### config.mk
export PLATFORM = sky130hd
export DESIGN_NAME = fifo_wr_arbiter
export DESIGN_NICKNAME = d
export VERILOG_FILES = /design/src/rtl/fifo_pkg.sv /design/src/rtl/rr_picker.sv /design/src/rtl/fifo_wr_arbiter.sv
export SDC_FILE = /design/constraint.sdc
export NUM_CORES = 1
export LEC_CHECK = 0
export CORE_ASPECT_RATIO = 1.4
export CORE_MARGIN = 2
export CORE_UTILIZATION = 39
export DETAILED_ROUTE_END_ITERATION = 8
export GPL_TIMING_DRIVEN = 0
export PLACE_DENSITY_LB_ADDON = 0.1
export SLEW_MARGIN = 40
export SYNTH_ARGS = -nofsm -noshare
export SYNTH_HDL_FRONTEND = slang
export SYNTH_SLANG_ARGS = --single-unit
### constraint.sdc
create_clock -name wclk -period 2.18 [get_ports wclk]
set_clock_uncertainty 0.15 [all_clocks]
set_input_delay 0.327 -clock wclk [delete_from_list [all_inputs] [get_ports wclk]]
set_output_delay 0.327 -clock wclk [all_outputs]
set_load 0.05 [all_outputs]
### src/rtl/fifo_pkg.sv
// Shared definitions for the FIFO write-side arbiter: FSM state encoding and
// default sizing constants.
package fifo_pkg;

  // Arbiter FSM states: IDLE arbitrates, LOCK streams the owner's packet.
  typedef enum logic [0:0] {
    IDLE = 1'b0,
    LOCK = 1'b1
  } state_t;

  localparam int DEF_NREQ = 4;
  localparam int DEF_DW   = 8;

endpackage

### src/rtl/rr_picker.sv
// Combinational round-robin picker: finds the first asserted request strictly
// after i_ptr, searching in ascending order and wrapping past NREQ-1 to 0.
module rr_picker
  import fifo_pkg::*;
#(
  parameter int NREQ = DEF_NREQ,
  parameter int IW   = $clog2(NREQ)
) (
  input  logic [NREQ-1:0] i_req,
  input  logic [IW-1:0]   i_ptr,
  output logic            o_found,
  output logic [IW-1:0]   o_index
);

  logic [IW-1:0] w_cand;

  // Walk candidates from farthest to nearest so the nearest hit is kept last.
  always_comb begin
    o_found = 1'b0;
    o_index = '0;
    w_cand  = '0;
    for (int k = NREQ; k >= 1; k--) begin
      w_cand = IW'((int'(i_ptr) + k) % NREQ);
      if (i_req[w_cand]) begin
        o_found = 1'b1;
        o_index = w_cand;
      end else begin
        o_found = o_found;
        o_index = o_index;
      end
    end
  end

endmodule

### src/rtl/fifo_wr_arbiter.sv
// Packet-locked round-robin arbiter feeding the write port of a FIFO.
// A winner is chosen in IDLE (one bubble cycle), then owns the write port in
// LOCK until its beat carrying req_last is accepted. Datapath is zero-cycle.
module fifo_wr_arbiter
  import fifo_pkg::*;
#(
  parameter int NREQ = DEF_NREQ,
  parameter int DW   = DEF_DW
) (
  input  logic                     wclk,
  input  logic                     wrst,
  input  logic [NREQ-1:0]          req_valid,
  input  logic [NREQ*DW-1:0]       req_data,
  input  logic [NREQ-1:0]          req_last,
  output logic [NREQ-1:0]          req_ready,
  input  logic                     wfull,
  output logic                     winc,
  output logic [DW-1:0]            wdata,
  output logic [$clog2(NREQ)-1:0]  grant_id,
  output logic                     busy,
  output logic [15:0]              wr_count
);

  localparam int IW = $clog2(NREQ);

  state_t        r_state;
  logic [IW-1:0] r_grant;
  logic [IW-1:0] r_rr_ptr;
  logic [15:0]   r_count;

  logic          w_found;
  logic [IW-1:0] w_pick;
  logic          w_lock;
  logic          w_accept_en;
  logic          w_sel_last;

  rr_picker #(
    .NREQ (NREQ),
    .IW   (IW)
  ) u_picker (
    .i_req   (req_valid),
    .i_ptr   (r_rr_ptr),
    .o_found (w_found),
    .o_index (w_pick)
  );

  assign w_lock      = (r_state == LOCK);
  assign w_accept_en = w_lock & ~wfull;
  assign w_sel_last  = req_last[r_grant];

  // Only the current owner may see ready, and only while the FIFO has room.
  always_comb begin
    req_ready          = '0;
    req_ready[r_grant] = w_accept_en;
  end

  assign winc     = req_valid[r_grant] & w_accept_en;
  assign wdata    = req_data[r_grant*DW +: DW];
  assign grant_id = r_grant;
  assign busy     = w_lock;
  assign wr_count = r_count;

  // Arbitration FSM: grab a winner in IDLE, release on the accepted last beat.
  always_ff @(posedge wclk or posedge wrst) begin
    if (wrst) begin
      r_state  <= IDLE;
      r_grant  <= '0;
      r_rr_ptr <= IW'(NREQ - 1);
    end else begin
      case (r_state)
        IDLE: begin
          if (w_found) begin
            r_grant <= w_pick;
            r_state <= LOCK;
          end
        end
        LOCK: begin
          if (winc && w_sel_last) begin
            r_state  <= IDLE;
            r_rr_ptr <= r_grant;
          end
        end
        default: begin
          r_state <= IDLE;
        end
      endcase
    end
  end

  // Saturating count of beats written into the FIFO.
  always_ff @(posedge wclk or posedge wrst) begin
    if (wrst) begin
      r_count <= 16'h0000;
    end else if (winc && (r_count != 16'hFFFF)) begin
      r_count <= r_count + 16'h0001;
    end
  end

endmodule

==> summary.txt <==
Clock tree
  • H-tree levels: 1
  • Clk Latency, worst-skew pair: 260 ps
  • TritonCTS Buffers: 3
  • CTS tree: yes
  • Clock root cell: clkbuf_8
  • Clock sinks: 21
  • Deepest clock path buffer count: 2
  • Reg clk slew, reported paths: 80 ps
  • Hold Buf Count CTS: 0

Floorplan
  • # IOs: 75
  • Cell Rows: 26
  • Die X: 55.2 um
  • Initial Util: 0.401
  • Core area: 3580 um2
  • Die ar.: 4180 um2
  • Die height: 75.7 um

Pwr
  • Worst VDD drop: 0.000816 V
  • P_leak: 0.990 nW
  • Overall power: 2.78 mW
  • Pwr/cell area: 1170 nW/um2

Drt
  • Starting DRT DRC Count: 38
  • 1st-pass router iterations: 4
  • Via density: 5.47
  • Routed wire length: 4050 um
  • Drt wl/cell: 16.5 um
  • DRT antenna net count: 0
  • Drt drc: 0
  • Via count: 1345

Finish
  • Area grow syn2layout: 65.3%
  • Most frequent cells in the layout: clkdlybuf4s50_1 (58), dfrtp_1 (15), xor2_1 (12)
  • Antenna diodes: 0
  • Post-layout nets: 249
  • Non-Filler Instances: 246
  • Proportion of layout cells with a drive suffix above 1: 0.319
  • Commonest non-fill, non-tap cell in the layout: clkdlybuf4s50_1
  • FILL cells: 295

Placed design
  • Port Buffers: 74
  • Gpl congestion: 0.932
  • DP HPWL: 3200 um
  • Post-Place Cells: 238

STA
  • Final setup viols: 0
  • Slew @ Worst Pin: 599 ps
  • Max Fclk: 468 MHz
  • Hold Slack: 258 ps
  • Slew headroom: 0.601
  • Final period util: 0.980
  • Endpoints failing hold: 0
  • Slew Limit Fails: 0
  • Post-route minimum period: 2140 ps
  • RSZ-0062 raised after global routing: true

Worst setup path
  • Worst endpoint required time: 1700 ps
  • Setup crit start kind: primary input
  • CP arrival: 1660 ps
  • Reg2reg path depth: 5
  • CP Max Fanout: 4
  • Crit. End Element: primary output
  • WS Path Type: primary input to primary output

Yosys
  • Yosys warning count: 0
  • Post-synth EDFFs: 0
  • Asr flop ratio synth: 1.00
  • Top cells by area, synth: dfrtp_1 (33%), mux4_2 (16%), xor2_1 (7.3%), mux2_2 (3.9%), a2111oi_4 (3.8%)
  • Syn Area/Cell: 11.8 um2
  • Post-synthesis cell type count: 41
  • Cell taking the most area after synthesis: dfrtp_1
  • Post-synth top area share: 0.332
  • Synthesized flop and latch total: 21
  • Multiplexer share of the synthesized area: 0.203
  • Synth Net Count: 166
  • Post-Synthesis Cells: 122
  • Seq/Total Area, Yosys: 0.368
  • Synth Area in Simple Gates: 0.181
  • Xor/xnor share of the synthesized area: 0.0733
  • Largest family of logic cells by synthesized area: multiplexers
  • Post-Synth Adder-Cell Area: 0.00873
  • Compound-gate portion of the synthesized area: 0.120
  • Mapped cell area: 1430 um2
  • Post-synth top flop: dfrtp_1

Global routing
  • Initial antenna violation count: 0
  • First-pass GRT wire length: 6270 um
  • Largest net degree at the start of global routing: 22
  • GRT Util Overall: 0.192
  • Number of global-route vias before repair: 1366
  • Congestion Overflow GR: 0

Worst hold path
  • Min-delay worst type: primary input to async pin

Outcome
  • Status: complete, no violations

Flow run
  • Max-capacitance violation count: 0
## worst paths after layout
path | start | to | slack [ps]
max | req_valid[0] | winc | 40
min | wrst | busy | 260
max reg2reg | wr_count[0] | wr_count[1] | 110
min reg2reg | wr_count[0] | wr_count[0] | 360
max in group asynchronous | wrst | r_rr_ptr[1] | 1280
min in group wclk | wr_count[0] | wr_count[0] | 360
## routing by layer
layer | vias to the layer above | track usage | routed length, um | part of all wire
met5 | - | 0 | 0 | 0
met4 | 0 | 0.0759 | 57 | 0.014
met3 | 4 | 0.0424 | 216 | 0.053
met2 | 47 | 0.382 | 2320 | 0.57
met1 | 666 | 0.195 | 1460 | 0.36
li1 | 628 | - | - | -
## repair_timing
action | in CTS | in global routing
resized for setup | 61 | 19
setup endpoints to repair | 14 | 10
setup buffers | 0 | 4
pin swaps | 0 | 1
## synthesized netlist by cell type (2+ instances only)
cell type	count
dfrtp_1	19
xor2_1	12
mux4_2	10
nand2_1	9
a21oi_1	6
nor4_1	6
mux2_2	5
nand3_1	5
nand2b_1	4
nor2_1	4
buf_6	3
clkbuf_1	3
inv_1	3
a2111oi_4	2
a211oi_1	2
a31oi_1	2
dfstp_2	2
nand4_1	2
## flip-flops by register name (all words and copies together) (netlist names)
register	count
wr_count	16
grant_id	2
busy	1
r_rr_ptr	2
## metrics by stage
stage	utilization	setup WS [ps]	TNS, ps	cell area, um2
4_1_cts	0.643	2.82	0	2300
3_3_place_gp	0.627	-585	-5430	2240
2_1_floorplan	-	-120	-706	1450
3_5_place_dp	0.627	-614	-6000	2240
5_1_grt	0.662	-16.1	-30.7	2370
6_report	0.662	43.0	0	2370
## cells by family after synthesis
| family | Yosys count |
|---|---|
| compound gates | 19 |
| buf+inv | 11 |
| flops | 21 |
| xor+xnor | 12 |
| fa+ha+maj | 1 |
| simple gates | 42 |
| mux | 16 |
## where the power goes
group          switching [mW]  leakage (nW)  internal, mW
Clock                   0.128        0.0228         0.130
Sequential              0.128         0.263         0.507
Combinational            1.12         0.704         0.764
## cell type report
type | count | area, um2 | area share
Multi-Input combinational cell | 90 | 881 | 0.372
Timing Repair Buffer | 78 | 772 | 0.326
Sequential cell | 21 | 533 | 0.225
Buffer | 8 | 72.6 | 0.0306
Tap cell | 42 | 52.6 | 0.0222
Clock buffer | 4 | 45.0 | 0.0190
Inverter | 3 | 13.8 | 0.00581
## worst max-delay path: stages
cell             delay [ps]
clkdlybuf4s50_1         480
mux4_2                  540
nand2_4                 120
inv_4                    50
buf_8                   140
(Power assumes the default switching activity.)
